### config.mk
export PLATFORM = sky130hd
export DESIGN_NAME = syst_feeder
export DESIGN_NICKNAME = d
export VERILOG_FILES = /design/src/rtl/syst_feeder.sv
export SDC_FILE = /design/constraint.sdc
export NUM_CORES = 1
export LEC_CHECK = 0
export BUFFER_PORTS_ARGS = -buffer_cell sky130_fd_sc_hd__buf_2
export CORE_AREA = 2 2 277 279
export DETAILED_ROUTE_END_ITERATION = 8
export DIE_AREA = 0 0 279 281
export PLACE_DENSITY = 0.8
export RECOVER_POWER = 100
export SLEW_MARGIN = 20
export SYNTH_ARGS = -nofsm -noshare
export SYNTH_HDL_FRONTEND = slang
export SYNTH_SLANG_ARGS = --single-unit
### constraint.sdc
create_clock -name clk -period 4.4 [get_ports clk]
set_input_delay 1.1 -clock clk [delete_from_list [all_inputs] [get_ports clk]]
set_output_delay 1.1 -clock clk [all_outputs]
set_load 0.05 [all_outputs]
### src/rtl/syst_feeder.sv
// syst_feeder: holds A rows / B columns and streams them diagonally skewed into an NxN systolic array.
// Latency: start edge -> arr_clr next cycle, 3N-2 stream + DRAIN_CYCLES drain cycles, then a one-cycle done.
// Backpressure: loads accepted only while idle (load_ready); start ignored unless idle; feeds never stall.
module syst_feeder #(
  parameter int N            = 4,
  parameter int DW           = 32,
  parameter int DRAIN_CYCLES = 4
) (
  input  logic                 clk,
  input  logic                 rst,
  input  logic                 load_valid,
  output logic                 load_ready,
  input  logic                 load_mat,
  input  logic [$clog2(N)-1:0] load_idx,
  input  logic [N*DW-1:0]      load_data,
  input  logic                 start,
  output logic                 busy,
  output logic                 arr_clr,
  output logic [N*DW-1:0]      feed_w,
  output logic [N*DW-1:0]      feed_n,
  output logic                 done
);

  localparam int IW         = $clog2(N);
  localparam int STREAM_LEN = 3 * N - 2;
  localparam int CW         = $clog2(STREAM_LEN + DRAIN_CYCLES + 1);

  localparam logic [CW-1:0] STREAM_LAST = CW'(STREAM_LEN - 1);
  localparam logic [CW-1:0] DRAIN_LAST  = CW'((DRAIN_CYCLES > 0) ? DRAIN_CYCLES - 1 : 0);

  typedef enum logic [2:0] {
    S_IDLE,
    S_CLEAR,
    S_STREAM,
    S_DRAIN,
    S_DONE
  } state_t;

  state_t        state;
  logic [CW-1:0] cnt;

  // a_buf[r][c] = A[r][c]; b_buf[r][c] = B[r][c]
  logic [DW-1:0] a_buf [N][N];
  logic [DW-1:0] b_buf [N][N];

  // load_ready is registered high exactly while in IDLE, so it doubles as the load gate
  logic load_fire;
  assign load_fire = load_valid && load_ready;

  // Run sequencer: state, phase counter and the registered control outputs
  always_ff @(posedge clk) begin
    if (rst) begin
      state      <= S_IDLE;
      cnt        <= '0;
      load_ready <= 1'b1;
      busy       <= 1'b0;
      arr_clr    <= 1'b0;
      done       <= 1'b0;
    end else begin
      case (state)
        S_IDLE: begin
          if (start) begin
            state      <= S_CLEAR;
            load_ready <= 1'b0;
            busy       <= 1'b1;
            arr_clr    <= 1'b1;
          end
        end
        S_CLEAR: begin
          state   <= S_STREAM;
          cnt     <= '0;
          arr_clr <= 1'b0;
        end
        S_STREAM: begin
          if (cnt == STREAM_LAST) begin
            cnt <= '0;
            if (DRAIN_CYCLES == 0) begin
              state <= S_DONE;
              busy  <= 1'b0;
              done  <= 1'b1;
            end else begin
              state <= S_DRAIN;
            end
          end else begin
            cnt <= cnt + CW'(1);
          end
        end
        S_DRAIN: begin
          if (cnt == DRAIN_LAST) begin
            cnt   <= '0;
            state <= S_DONE;
            busy  <= 1'b0;
            done  <= 1'b1;
          end else begin
            cnt <= cnt + CW'(1);
          end
        end
        S_DONE: begin
          state      <= S_IDLE;
          done       <= 1'b0;
          load_ready <= 1'b1;
        end
        default: begin
          state      <= S_IDLE;
          cnt        <= '0;
          load_ready <= 1'b1;
          busy       <= 1'b0;
          arr_clr    <= 1'b0;
          done       <= 1'b0;
        end
      endcase
    end
  end

  // Operand store: an A load writes one row, a B load writes one column
  always_ff @(posedge clk) begin
    if (rst) begin
      for (int r = 0; r < N; r++) begin
        for (int c = 0; c < N; c++) begin
          a_buf[r][c] <= '0;
          b_buf[r][c] <= '0;
        end
      end
    end else if (load_fire) begin
      for (int e = 0; e < N; e++) begin
        if (!load_mat) begin
          a_buf[load_idx][e] <= load_data[e*DW +: DW];
        end else begin
          b_buf[e][load_idx] <= load_data[e*DW +: DW];
        end
      end
    end
  end

  // Skewed feed: lane i carries element k = t - i of row i (west) / column i (north)
  always_comb begin
    feed_w = '0;
    feed_n = '0;
    if (state == S_STREAM) begin
      for (int i = 0; i < N; i++) begin
        if ((cnt >= CW'(i)) && ((cnt - CW'(i)) < CW'(N))) begin
          feed_w[i*DW +: DW] = a_buf[i][IW'(cnt - CW'(i))];
          feed_n[i*DW +: DW] = b_buf[IW'(cnt - CW'(i))][i];
        end
      end
    end
  end

endmodule

==> qor.yml <==
synth:
  netlist_instances: 3114
  synth_top_cell_by_area: "edfxtp_1"
  yosys_warnings: 0
  synthAdderAreaFrac_pct: 0.196
  synth_edf_count: 800
  yosys-top-cells-area: "edfxtp_1, mux4_2, dfxtp_1"
  ys_seq_area_share_pct: 64.2
  muxShareOfSynthArea_pct: 12.9
  avgSynthCellArea_sq_um: 14.4
  syn-num-nets: 3256
  synth_top_family_by_area: "simple AND/OR/NAND/NOR gates"
  synth_top_area_share_pct: 53.6
  synthFlopType: "edfxtp_1"
  ys_types: 45
  syn_area_sq_um: 44800
  synth-xor-area-share_pct: 0.0587
  synth_seq_cells: 1037
  async_flop_share_pct: 0
  synth-simple-area-share_pct: 16.4
  synth-compound-area-share_pct: 3.60
cells_and_area:
  fill_cells: 5078
  area.growth.synth_to_final_pct: 13.8
  utilization_pct: 67.5
  nets: 3593
  layout_commonest_cell: "edfxtp_1"
  n_antenna_cell: 0
  final_cell_mix: "edfxtp_1, and2_1, and2_0, nand2_1, mux4_2"
  drive_above_1_share_pct: 23.7
sta:
  drv_slew: 1323
  clock_skew_ns: 0.0194
  fin_setup_tns_ns: 0
  max_freq_mhz: 233
  slew_headroom_pct: -111
  finalHoldViolCount: 0
  fin_crit_ns: 4.30
  worst_slack_ns: 0.100
  grt_setup_unrepaired: "false"
  worst_slew_pin_slew_ns: 3.16
  finalCritPeriodShare_pct: 97.7
  setup_viol: 0
global_routing:
  track_usage_pct: 31.8
  grt_pass1_vias: 28100
  grt_max_degree: 129
  overflow: 0
  antenna_found_initial: 6
  grt_pass1_wl_mm: 182
placement:
  globalplace.congestion: 0.812
  io_buffers: 394
  place_ws_ns: 0.496
  dp_hpwl_mm: 75.2
critical_path:
  cp_cell_sequence: "buf_4 > buf_6 > mux4_2 > nor2b_1 > clkbuf_2"
  max_stage_delay_ns: 0.65
  critPathSlowestCell: "mux4_2"
  end_kind: "primary output"
  path_buf_inv: 3
  startpoint_type: "register"
  arrival_ns: 3.20
  setup.worst_path.class: "reg -> out"
  path_max_fanout: 37
  worstPathRequired_ns: 3.30
  cp.depth: 5
  cp_top_family: "buffers and inverters"
  worstRegToRegCells: 7
worst_hold_path:
  worstHoldPathType: "reg -> reg"
  min_delay_path_depth: 2
status:
  violations: "capacitance limit, slew limit"
  outcome: "finished, violations left"
clock_tree:
  clk_latency_ns: 0.67
  clk_pin_slew_ns: 0.06
  ctsHtreeMaxLevel: 3
  cts_tree: "built"
  cts_made_buffers: 102
  clock_sinks: 1037
  clk_path_buf_depth: 3
  root_buffer: "clkbuf_16"
pwr:
  ir_worst_vdd_v: 0.000424
  p_leak_uw: 0.0186
  powerDensity_nw_per_um2: 426
  p_total_uw: 21700
route:
  first_pass_iters: 5
  post_drt_via_cell_ratio: 6.18
  ant_nets: 0
  wl_per_cell_um: 27.4
  drt_iter0_drc: 3232
  drt_wl_total_mm: 124
  vias: 27900
  drcViolationCount: 0
floorplanning:
  start_util_pct: 59.4
  die_x_um: 279
  io_pins: 395
  core_area_sq_um: 75400
  die_area_sq_um: 78400
  die_y_um: 281
  rows: 101
run:
  drv_cap: 22
## metrics by stage
stage	cells	area [sq um]	hold slack (ns)
finish	4519	51000	0.454
global route	4519	51000	0.467
global placement	4318	47900	0.438
floorplan	3114	44800	0.427
detailed placement	4318	47900	0.444
CTS	4516	51300	0.453
## final cells by class
type	count	area, sq um	area share, %
sequential	1037	28800	56.5
multi-input combinational	1802	14900	29.3
clock buffer	146	2940	5.77
timing repair buffer	467	2550	5.01
tap	978	1220	2.40
clock inverter	48	385	0.756
inverter	41	154	0.302
## path summary, 6_finish.rpt
kind	startpoint	end	slack [ns]
min	b_buf[3][16]	b_buf[3][16]	0.45
max	cnt[1]	feed_n[95]	0.10
min reg2reg	b_buf[3][16]	b_buf[3][16]	0.45
max reg2reg	load_ready	b_buf[0][35]	0.42
## cells in the mapped netlist, drive strengths merged (3+ instances only)
cell	n
xnor2	3
mux4	256
a22o	3
and2	674
a21oi	139
dfxtp	237
nor2b	157
nor2	21
clkbuf	145
nor3	4
and2b	38
edfxtp	800
ha	7
or3b	3
buf	89
o2bb2ai	90
o21ai	5
nand2	302
or2	8
inv	41
nand2b	6
and3	65
## power breakdown
group	switching, uW	internal (uW)	total (uW)
clock	3730	4950	8680
combinational	1210	740	1950
sequential	150	10900	11100
## worst register-to-register path, cell delays in order, from the launching register on
cell      delay, ns
dfxtp_1        0.30
buf_4          0.18
nand4b_1       0.26
nor2_1         0.11
nor2_1         0.15
clkbuf_1       1.13
inv_1          1.02
clkbuf_2       0.52
## sequential cells by signal (all words and copies together), names as in the netlist, named ones only
signal,count
a_buf,512
arr_clr,1
b_buf,512
busy,1
cnt,4
done,1
load_ready,1
state,3
## per-layer routing
metal | global-route usage, % | vias up | wire (um)
met4 | 11.6 | 10 | 4690
met2 | 52.4 | 1673 | 60800
met3 | 5.75 | 280 | 12600
met1 | 42.9 | 14000 | 45800
li1 | - | 11900 | -
met5 | 0 | - | 60
## cells by family after synthesis
family / Yosys count
buf+inv: 275
xor+xnor: 3
fa+ha+maj: 7
mux: 256
flops: 1037
simple gates: 1290
compound gates: 246
## repair_timing
action,in CTS,in global routing
endpoints found under the setup margin,61,28
pin swaps,1,1
gates cloned,0,0
gates resized for setup,1,1
buffers inserted,4,3
hold buffers,0,0
No activity file was read; power rests on OpenSTA's default activity.
